$ cat src/rtl/colour_pkg.sv
// colour_pkg: colour encodings and ASCII bytes for the colour report link.
// Shared by the reporter top level and its bench-facing interface users.
package colour_pkg;

  typedef logic [1:0] colour_t;

  localparam colour_t COL_NONE  = 2'd0;
  localparam colour_t COL_RED   = 2'd1;
  localparam colour_t COL_GREEN = 2'd2;
  localparam colour_t COL_BLUE  = 2'd3;

  localparam logic [7:0] ASC_C     = 8'h43;
  localparam logic [7:0] ASC_COLON = 8'h3A;
  localparam logic [7:0] ASC_LF    = 8'h0A;
  localparam logic [7:0] ASC_R     = 8'h52;
  localparam logic [7:0] ASC_G     = 8'h47;
  localparam logic [7:0] ASC_B     = 8'h42;
  localparam logic [7:0] ASC_N     = 8'h4E;

  function automatic logic [7:0] colour_letter(input colour_t c);
    logic [7:0] l;
    case (c)
      COL_RED:   l = ASC_R;
      COL_GREEN: l = ASC_G;
      COL_BLUE:  l = ASC_B;
      default:   l = ASC_N;
    endcase
    return l;
  endfunction

endpackage

$ cat src/rtl/colour_reporter_if.sv
// colour_reporter_if: detector LEDs in; tx, busy, colour_code, event_count out.
// master = detector/status side, slave = colour_reporter.
interface colour_reporter_if;
  logic       red_led;
  logic       green_led;
  logic       blue_led;
  logic       tx;
  logic       busy;
  logic [1:0] colour_code;
  logic [7:0] event_count;

  modport master (
    output red_led, green_led, blue_led,
    input  tx, busy, colour_code, event_count
  );

  modport slave (
    input  red_led, green_led, blue_led,
    output tx, busy, colour_code, event_count
  );
endinterface

$ cat src/rtl/uart_tx_byte.sv
// uart_tx_byte: 8N1 byte transmitter. In: clk, rst_n, start, data[7:0].
// Out: tx (idle high), done (pulse in last stop-bit cycle; start accepted then).
module uart_tx_byte #(
  parameter int unsigned CLKS_PER_BIT = 434
) (
  input  logic       clk,
  input  logic       rst_n,
  input  logic       start,
  input  logic [7:0] data,
  output logic       tx,
  output logic       done
);

  localparam logic [1:0] S_IDLE  = 2'd0;
  localparam logic [1:0] S_START = 2'd1;
  localparam logic [1:0] S_DATA  = 2'd2;
  localparam logic [1:0] S_STOP  = 2'd3;

  localparam logic [15:0] LAST = 16'(CLKS_PER_BIT - 1);

  logic [1:0]  state_q, state_d;
  logic [15:0] cnt_q, cnt_d;
  logic [2:0]  bit_q, bit_d;
  logic [7:0]  sh_q, sh_d;
  logic        tx_q, tx_d;
  logic        last;

  assign last = (cnt_q == LAST);
  assign done = (state_q == S_STOP) && last;
  assign tx   = tx_q;

  always_comb begin
    state_d = state_q;
    cnt_d   = last ? 16'd0 : cnt_q + 16'd1;
    bit_d   = bit_q;
    sh_d    = sh_q;
    tx_d    = tx_q;
    unique case (state_q)
      S_IDLE: begin
        cnt_d = 16'd0;
        if (start) begin
          state_d = S_START;
          sh_d    = data;
          tx_d    = 1'b0;
        end
      end
      S_START: begin
        if (last) begin
          state_d = S_DATA;
          bit_d   = 3'd0;
          tx_d    = sh_q[0];
        end
      end
      S_DATA: begin
        if (last) begin
          if (bit_q == 3'd7) begin
            state_d = S_STOP;
            tx_d    = 1'b1;
          end else begin
            bit_d = bit_q + 3'd1;
            sh_d  = sh_q >> 1;
            tx_d  = sh_q[1];
          end
        end
      end
      S_STOP: begin
        // A start here chains the next byte with no idle gap.
        if (last) begin
          if (start) begin
            state_d = S_START;
            sh_d    = data;
            tx_d    = 1'b0;
          end else begin
            state_d = S_IDLE;
          end
        end
      end
    endcase
  end

  always_ff @(posedge clk or negedge rst_n) begin
    if (!rst_n) begin
      state_q <= S_IDLE;
      cnt_q   <= 16'd0;
      bit_q   <= 3'd0;
      sh_q    <= 8'd0;
      tx_q    <= 1'b1;
    end else begin
      state_q <= state_d;
      cnt_q   <= cnt_d;
      bit_q   <= bit_d;
      sh_q    <= sh_d;
      tx_q    <= tx_d;
    end
  end

endmodule

$ cat src/rtl/colour_reporter.sv
// colour_reporter: decode+filter LEDs, report accepted colour as "C:x\n" 8N1.
// Ports: clk, rst_n, bus (slave). Option macro: COLOUR_REPORTER_NONE_EN.
module colour_reporter
  import colour_pkg::*;
#(
  parameter int unsigned CLKS_PER_BIT  = 434,
  parameter int unsigned STABLE_CYCLES = 50000
) (
  input logic               clk,
  input logic               rst_n,
  colour_reporter_if.slave  bus
);

  localparam logic [23:0] STABLE = 24'(STABLE_CYCLES);
  localparam logic [23:0] ACC_AT = 24'(STABLE_CYCLES - 1);

  colour_t     dec;
  colour_t     cand_q, cand_d;
  logic [23:0] cnt_q, cnt_d;
  colour_t     acc_q, acc_d;
  logic        pend_q, pend_d;
  colour_t     pcol_q, pcol_d;
  logic        busy_q, busy_d;
  logic [1:0]  idx_q, idx_d;
  logic [7:0]  letter_q, letter_d;
  logic [7:0]  evt_q, evt_d;
  logic        none_ok, accept;
  logic        eom, go_idle, go_eom, go;
  colour_t     go_col;
  logic        u_start, u_done, u_tx;
  logic [1:0]  nxt_idx;
  logic [7:0]  u_data;

  always_comb begin
    dec = COL_NONE;
    case ({bus.red_led, bus.green_led, bus.blue_led})
      3'b100:  dec = COL_RED;
      3'b010:  dec = COL_GREEN;
      3'b001:  dec = COL_BLUE;
      default: dec = COL_NONE;
    endcase
  end

  always_comb begin
    cand_d = cand_q;
    cnt_d  = cnt_q;
    if (dec != cand_q) begin
      cand_d = dec;
      cnt_d  = 24'd0;
    end else if (cnt_q != STABLE) begin
      cnt_d = cnt_q + 24'd1;
    end
  end

`ifdef COLOUR_REPORTER_NONE_EN
  assign none_ok = 1'b1;
`else
  assign none_ok = (cand_d != COL_NONE);
`endif

  // cnt_d counts cycles held beyond the first; it passes ACC_AT once per run.
  assign accept = (cnt_d == ACC_AT) && (cand_d != acc_q) && none_ok;

  assign eom     = busy_q && u_done && (idx_q == 2'd3);
  assign go_idle = !busy_q && pend_q;
  // At end of message a same-cycle acceptance bypasses the pending slot.
  assign go_eom  = eom && (pend_q || accept);
  assign go      = go_idle || go_eom;
  assign go_col  = (go_eom && accept) ? cand_d : pcol_q;

  always_comb begin
    acc_d    = acc_q;
    pend_d   = pend_q;
    pcol_d   = pcol_q;
    busy_d   = busy_q;
    idx_d    = idx_q;
    letter_d = letter_q;
    evt_d    = evt_q;
    if (accept) acc_d = cand_d;
    if (go_eom) begin
      pend_d = 1'b0;
    end else if (accept) begin
      pend_d = 1'b1;
      pcol_d = cand_d;
    end else if (go_idle) begin
      pend_d = 1'b0;
    end
    if (go) begin
      busy_d   = 1'b1;
      idx_d    = 2'd0;
      letter_d = colour_letter(go_col);
      evt_d    = evt_q + 8'd1;
    end else if (eom) begin
      busy_d = 1'b0;
    end else if (busy_q && u_done) begin
      idx_d = idx_q + 2'd1;
    end
  end

  assign nxt_idx = go ? 2'd0 : idx_q + 2'd1;
  assign u_start = go || (busy_q && u_done && (idx_q != 2'd3));

  always_comb begin
    u_data = ASC_LF;
    unique case (nxt_idx)
      2'd0: u_data = ASC_C;
      2'd1: u_data = ASC_COLON;
      2'd2: u_data = letter_q;
      2'd3: u_data = ASC_LF;
    endcase
  end

  uart_tx_byte #(
    .CLKS_PER_BIT(CLKS_PER_BIT)
  ) u_tx_byte (
    .clk   (clk),
    .rst_n (rst_n),
    .start (u_start),
    .data  (u_data),
    .tx    (u_tx),
    .done  (u_done)
  );

  always_ff @(posedge clk or negedge rst_n) begin
    if (!rst_n) begin
      cand_q   <= COL_NONE;
      cnt_q    <= 24'd0;
      acc_q    <= COL_NONE;
      pend_q   <= 1'b0;
      pcol_q   <= COL_NONE;
      busy_q   <= 1'b0;
      idx_q    <= 2'd0;
      letter_q <= ASC_N;
      evt_q    <= 8'd0;
    end else begin
      cand_q   <= cand_d;
      cnt_q    <= cnt_d;
      acc_q    <= acc_d;
      pend_q   <= pend_d;
      pcol_q   <= pcol_d;
      busy_q   <= busy_d;
      idx_q    <= idx_d;
      letter_q <= letter_d;
      evt_q    <= evt_d;
    end
  end

  assign bus.tx          = u_tx;
  assign bus.busy        = busy_q;
  assign bus.colour_code = acc_q;
  assign bus.event_count = evt_q;

endmodule

$ cat src/flat_wrapper.sv
// flat-port wrapper written by rule: the top's interface ports become plain ports
module colour_reporter_flat import colour_pkg::*;
#(
  parameter int unsigned CLKS_PER_BIT  = 434,
  parameter int unsigned STABLE_CYCLES = 50000
)
  (clk, rst_n, bus_red_led, bus_green_led, bus_blue_led, bus_tx, bus_busy, bus_colour_code, bus_event_count);
  colour_reporter_if bus_i ();
  input logic clk;
  input logic rst_n;
  input wire logic [$bits(bus_i.red_led)-1:0] bus_red_led;
  input wire logic [$bits(bus_i.green_led)-1:0] bus_green_led;
  input wire logic [$bits(bus_i.blue_led)-1:0] bus_blue_led;
  output wire logic [$bits(bus_i.tx)-1:0] bus_tx;
  output wire logic [$bits(bus_i.busy)-1:0] bus_busy;
  output wire logic [$bits(bus_i.colour_code)-1:0] bus_colour_code;
  output wire logic [$bits(bus_i.event_count)-1:0] bus_event_count;
  assign bus_i.red_led = bus_red_led;
  assign bus_i.green_led = bus_green_led;
  assign bus_i.blue_led = bus_blue_led;
  assign bus_tx = bus_i.tx;
  assign bus_busy = bus_i.busy;
  assign bus_colour_code = bus_i.colour_code;
  assign bus_event_count = bus_i.event_count;
  colour_reporter #(.CLKS_PER_BIT(CLKS_PER_BIT), .STABLE_CYCLES(STABLE_CYCLES)) u_core (.clk(clk), .rst_n(rst_n), .bus(bus_i));
endmodule
$ cat config.mk
export PLATFORM = sky130hd
export DESIGN_NAME = colour_reporter_flat
export DESIGN_NICKNAME = d
export VERILOG_FILES = /design/src/rtl/colour_pkg.sv /design/src/rtl/colour_reporter_if.sv /design/src/rtl/uart_tx_byte.sv /design/src/rtl/colour_reporter.sv /design/src/flat_wrapper.sv
export SDC_FILE = /design/constraint.sdc
export NUM_CORES = 1
export LEC_CHECK = 0
export ABC_AREA = 1
export ABC_CLOCK_PERIOD_IN_PS = 5700
export CORE_ASPECT_RATIO = 1.2
export CORE_MARGIN = 10
export CORE_UTILIZATION = 58
export CTS_CLUSTER_SIZE = 12
export DETAILED_ROUTE_END_ITERATION = 6
export PLACE_DENSITY = 0.76
export SKIP_LAST_GASP = 1
export SYNTH_ARGS = -nofsm -noshare
export SYNTH_HDL_FRONTEND = slang
export SYNTH_SLANG_ARGS = --single-unit
$ cat constraint.sdc
create_clock -name clk -period 5.7 [get_ports clk]
set_input_delay 0.855 -clock clk [delete_from_list [all_inputs] [get_ports clk]]
set_output_delay 0.855 -clock clk [all_outputs]
set_load 0.02 [all_outputs]
### Word level (Yosys, flattened, before mapping)

Index checks and enable logic that the tools add are counted.
Widths: inputs -> output; s select.

| storage, ports and cells | value |
|---|---|
| bits of input ports | 5 |
| output and inout bits | 12 |
| bits in registers | 80 |
| word-level logic and storage cells | 114 |

| operators by class | value |
|---|---|
| add/subtract/negate cells | 5 |
| mux-type cells | 40 |
| eq/ne operators | 27 |
| bitwise operators | 1 |
| reductions and logical operators | 27 |

Operator list:

| kind | count |
|---|---|
| $mux 24 | 2 |
| $mux 16 | 2 |
| $mux 8 | 4 |
| $pmux 8 s4 | 1 |
| $add 24x1->24 const B | 1 |
| $eq 24x16->1 const B | 1 |
| $ne 24x16->1 const B | 1 |
| $pmux 8 s3 | 1 |
| $mux 2 | 11 |
| $add 16x1->16 const B | 1 |
| $eq 16x9->1 const B | 1 |
| $pmux 5 s3 | 1 |
| $eq 2x2->1 const B | 7 |
| $ne 2x2->1 const B | 7 |
| $mux 1 | 11 |
| $logic_and 1x1->1 | 9 |
| $mux 3 | 3 |
| $add 8x1->8 const B | 1 |
| $pmux 2 s4 | 1 |
| $reduce_and 4->1 | 2 |
| $reduce_bool 2->1 | 4 |
| $eq 2x1->1 const B | 3 |
| $eq 3x3->1 const B | 2 |
| $pmux 2 s3 | 1 |
| other kinds (16) | 22 |

### Longest topological paths before layout

| depth | value |
|---|---|
| depth after elaboration | 16 |
| gate-level depth with buffers | 21 |
| mapped depth without buffers | 19 |

### Modules after synthesis

A second synthesis with hierarchy kept.

| second synthesis, totals | value |
|---|---|
| cell total of the unflattened synthesis | 711 |
| area total of the unflattened synthesis | 5004.8 um2 |

Modules (own cells, without submodules):

| module | cells an instance | seq. area each (um2) | times used | area an instance (um2) |
|---|---|---|---|---|
| colour_reporter | 490 | 1153.6 | 1 | 3243.1 |
| uart_tx_byte | 221 | 752.0 | 1 | 1761.7 |

### Least setup slack after synthesis

OpenSTA, ideal clock, no wires.

| timing | value |
|---|---|
| kind | input to register |
| start point | input bus_blue_led |
| end point | register u_core.evt_q[2], in the netlist u_core.bus.event_count[2] |
| setup time | 0.125 ns |
| setup slack | 3.092 ns |
| data required time | 5.575 ns |
| path buffers | 3 |
| cell stages on the path | 16 |
| arrival | 2.483 ns |
| path through | nand2_1 -> nand3_2 -> nand2_1 -> nand2_1 -> nor2_4 -> buf_4 -> nand3_2 -> nor2_1 -> nand3_1 -> nor3_2 -> nand3_2 -> buf_6 -> nand2_8 -> buf_6 -> nand2_1 -> xor2_1 |

| between the ends | value |
|---|---|
| longest elaborated chain between the ends | 10 |
| elaborated cells on any way between the ends | 15 |
| classes of those cells | 6 x eq/ne; 3 x mux; 6 x reduce/logical |

Ends and longest elaborated chain:

| element | RTL line | RTL |
|---|---|---|
| from (decl) | flat_wrapper.sv:13 | `input wire logic [$bits(bus_i.blue_led)-1:0] bus_blue_led;` |
| $eq 3x1->1, or another cell as far along | colour_reporter.sv:36 | `case ({bus.red_led, bus.green_led, bus.blue_led})` |
| $pmux 2 s3 * | colour_reporter.sv:36 |  |
| $ne 2x2->1 | colour_reporter.sv:47 | `if (dec != cand_q) begin` |
| $mux 24 / $mux 2 (equally long branches) | colour_reporter.sv:47 |  |
| $eq 24x16->1 / $ne 2x2->1 (equally long branches) | colour_reporter.sv:62 | `assign accept = (cnt_d == ACC_AT) && (cand_d != acc_q) && none_ok;` |
| $logic_and 1x1->1 | colour_reporter.sv:62 |  |
| $logic_and 1x1->1 * | colour_reporter.sv:62 |  |
| $logic_or 1x1->1 * | colour_reporter.sv:67 | `assign go_eom = eom && (pend_q \|\| accept);` |
| $logic_and 1x1->1 * | colour_reporter.sv:67 |  |
| $logic_or 1x1->1 * | colour_reporter.sv:68 | `assign go = go_idle \|\| go_eom;` |
| to (signal assigned) | colour_reporter.sv:144 | `evt_q <= evt_d;` |
| to (decl) | colour_reporter.sv:26 | `logic [7:0] evt_q, evt_d;` |

Mark *: on every way between the ends. The rest lies on a longest branch, timed or not.
A chain may end at the register's enable or synchronous reset.

### Worst setup path in the final report

| timing | value |
|---|---|
| start point | input bus_blue_led |
| end point | register u_core.u_tx_byte.sh_q[2] |

| between the ends | value |
|---|---|
| longest elaborated chain between the ends | 16 |
| elaborated cells on any way between the ends | 25 |
| classes of those cells | 9 x eq/ne; 8 x mux; 8 x reduce/logical |

Ends and longest elaborated chain:

| element | RTL line | RTL |
|---|---|---|
| $eq 3x1->1, or another cell as far along | colour_reporter.sv:36 |  |
| $pmux 2 s3 * | colour_reporter.sv:36 |  |
| $ne 2x2->1 * | colour_reporter.sv:47 |  |
| $mux 24 * | colour_reporter.sv:47 |  |
| named net u_core.cnt_d[9] | colour_reporter.sv:19 | `logic [23:0] cnt_q, cnt_d;` |
| $eq 24x16->1 * | colour_reporter.sv:62 |  |
| $logic_and 1x1->1 * (2 in series) | colour_reporter.sv:62 |  |
| $logic_or 1x1->1 * | colour_reporter.sv:67 |  |
| $logic_and 1x1->1 * | colour_reporter.sv:67 |  |
| $logic_or 1x1->1 * | colour_reporter.sv:68 |  |
| $mux 2 | colour_reporter.sv:100 | `assign nxt_idx = go ? 2'd0 : idx_q + 2'd1;` |
| $eq 2x2->1, or another cell as far along | colour_reporter.sv:105 | `unique case (nxt_idx)` |
| $pmux 8 s4 | colour_reporter.sv:105 |  |
| $mux 8 * | uart_tx_byte.sv:41, uart_tx_byte.sv:69 |  |
| $mux 8 | uart_tx_byte.sv:68 | `if (last) begin` |
| $pmux 8 s3 * | uart_tx_byte.sv:38 | `unique case (state_q)` |
| to (signal assigned) | uart_tx_byte.sv:86 | `sh_q <= 8'd0;` |
| to (signal assigned) | uart_tx_byte.sv:92 | `sh_q <= sh_d;` |
| to (decl) | uart_tx_byte.sv:24 | `logic [7:0] sh_q, sh_d;` |

Mark *: on every way through the listed nets, which the timed path passes. The rest lies on a longest branch. The select of a mux whose other input is x is not followed.

==> impl_metrics.toml <==
[yosys]
synth-seq-cells = 75
synthArstFlopShare = 1.00
synth.avg_cell_area_um2 = 7.38
ys.flop_type = "dfrtp_1"
synth_nets = 618
synth-seq-area-share = 0.425
syn_inst = 599
synth-edff-count = 0
ys_types = 37
syn_area_mm2 = 0.00442
yosysWarnings = 0

[setup_path]
crit_path_cell_trace = "clkdlybuf4s50_1, inv_2, nand2_2, nand3_2, nand2_1, nand2_1, nor2_4, inv_2, nor2_1, nand2_1, nor2_1, nand2_1, nor2_2, nand3_2, nand4_1, nand2_1, inv_1, nor2_1, nor2_1"
crit_fanout = 22
crit_top_cell = "nand2_1"
crit_type = "input port to register"
critPathArrivalTime_ns = 3.93
cp-end-kind = "register"
required_ns = 5.98
slowest_delay_ns = 0.52
path_buf_inv = 4
crit_family = "simple AND/OR/NAND/NOR gates"
cp_slowest_cell = "clkdlybuf4s50_1"
start_kind = "input port"

[placed_design]
place_congestion = 0.915
port_buffers = 16
dp_slack_ns = 1.65
dp_hpwl_um = 6990

[power_and_ir_drop]
internal-power_w = 0.000809
power.density_mw_per_mm2 = 216
leakagePower_nw = 2.48
p_sw_w = 0.000244
irDropWorstVdd_uv = 183
seq_power_share = 0.513
netSwitchingFraction = 0.232
p_comb_frac = 0.048
power_frac_clock = 0.438

[cells_and_area]
final_util = 0.662
nNetsFinal = 639
layout-drive-gt1-share = 0.0880
final_common_cell = "nand2_1"
area_growth_pct = 10.1
diodes = 0
final_cell_mix = "nand2_1, inv_1, nor2_1, dfrtp_1, nand3_1"

[sta]
setup_viol = 0
setup_tns_ns = 0
rsz0062_at_grt = "false"
hold_violations = 0
timing.final.crit_share = 0.640
max_slew_margin = 0.384
worst_slack_ns = 2.05
period_minus_slack_ns = 3.65
fin_skew_ns = 0.0152
tightest_slew_ns = 0.924
fmax_mhz = 274
slew_viol_final = 0

[drt]
vias_per_cell = 5.27
firstDrtPassIters = 4
first_iter_violations = 130
wl_per_cell_um = 12.9
wl_um = 9200
drcViolationCount = 0
antenna_left = 0
vias = 3767

[clock_tree]
cts_resized = 0
cts_hold_buf = 0
cts_root_buf = "clkbuf_8"
postCtsSetupRepairBufs = 0
cts_buffers = 9
clk_pin_slew_worst_paths_ns = 0.08
cts_buffer_depth = 2
clock_sinks = 75
clk_latency_ns = 0.35
tritoncts = "done"
h-tree-depth = 3

[global_route]
grt_pass1_wl_um = 16200
grt_overflow = 0
grt_max_degree = 76
first_global_vias = 3735
antenna_found_initial = 0
grt.total_usage = 0.168

[die]
floorplan.initialDensity = 0.601
num_rows = 34
die_w_um = 99.7
core_mm2 = 0.00736
ios = 17
dieArea_mm2 = 0.0115
die_y_um = 116

[min_path]
hold_class = "register to register"

[run_status]
status = "completed"

[job]
drv_cap = 0
[sequential cells by signal (all words and copies together) (netlist names), 3 cells and up]
name and flops:
u_core.cnt_q 24, u_core.u_tx_byte.cnt_q 16, u_core.bus.event_count 8, u_core.u_tx_byte.sh_q 7
u_core.letter_q 4, u_core.u_tx_byte.bit_q 3
[final timing paths]
check | from | endpoint | slack [ns] | depth (start not counted)
worst max-delay path | bus_blue_led | u_core.u_tx_byte.sh_q[2] | 2.05 | 19
worst min-delay path | u_core.bus.event_count[7] | u_core.bus.event_count[7] | 0.47 | 1
worst max register to register | u_core.cnt_q[0] | u_core.u_tx_byte.sh_q[2] | 2.70 | 15
worst min register to register | u_core.bus.event_count[7] | u_core.bus.event_count[7] | 0.47 | 1
max in group asynchronous | rst_n | u_core.u_tx_byte.state_q[0] | 4.44 | 1
min in group asynchronous | rst_n | u_core.cnt_q[21] | 0.62 | 1
[metal layers]
layer | up-vias | share of wire | track usage
met5 | - | 0 | 0
met2 | 57 | 0.52 | 0.303
li1 | 1927 | - | -
met1 | 1765 | 0.43 | 0.187
met3 | 18 | 0.031 | 0.0322
met4 | 0 | 0.025 | 0.0775
[area by class of cell]
| type | count | area, µm² |
|---|---|---|
| clock buffer | 10 | 138 |
| clock inverter | 6 | 87.6 |
| timing repair buffer | 16 | 158 |
| fill | 636 | 2490 |
| inverter | 96 | 360 |
| multi-input combinational | 422 | 2130 |
| sequential | 75 | 1880 |
| tap | 90 | 113 |
[Yosys cell counts, drive strengths merged (3+ instances only)]
cell | instances | area [µm²]
dfstp | 3 | 78.8
nor3 | 16 | 85.1
nor2 | 98 | 405
nand2 | 164 | 649
dfrtp | 72 | 1800
nand3 | 45 | 263
o21ai | 22 | 110
ha | 14 | 175
or2 | 3 | 18.8
inv | 94 | 353
buf | 5 | 46.3
xnor2 | 5 | 43.8
nand4 | 19 | 119
xor2 | 10 | 87.6
nor3b | 7 | 52.6
a21oi | 9 | 45.0
[per-stage QoR]
step,area [µm²],instances,total power (W),hold slack (ns)
CTS,4870,715,0.00106,0.476
floorplan,4420,599,0.000584,0.446
global placement,4640,699,0.000601,0.458
detailed placement,4640,699,0.000603,0.464
global route,4870,715,0.00109,0.501
finish,4870,715,0.00105,0.470
[power groups by stage]
stage | Clock [W] | Combinational [W] | Sequential (W)
after floorplan | 0 | 0.0000345 | 0.000549
after global placement | 0 | 0.0000502 | 0.000551
after detailed placement | 0 | 0.0000519 | 0.000551
after CTS | 0.000471 | 0.0000521 | 0.000540
after global routing | 0.000490 | 0.0000587 | 0.000541
final | 0.000461 | 0.0000510 | 0.000540
[cells by family (layout without fill, tap and decap cells)]
kind of cell | Yosys count | count (layout) | synth area share
buf+inv | 102 | 128 | 0.0928
flops | 75 | 75 | 0.425
compound gates | 38 | 38 | 0.0478
fa+ha+maj | 14 | 14 | 0.0396
xor+xnor | 15 | 15 | 0.0297
simple gates | 355 | 355 | 0.365
Power figures use the tool's default switching activity.
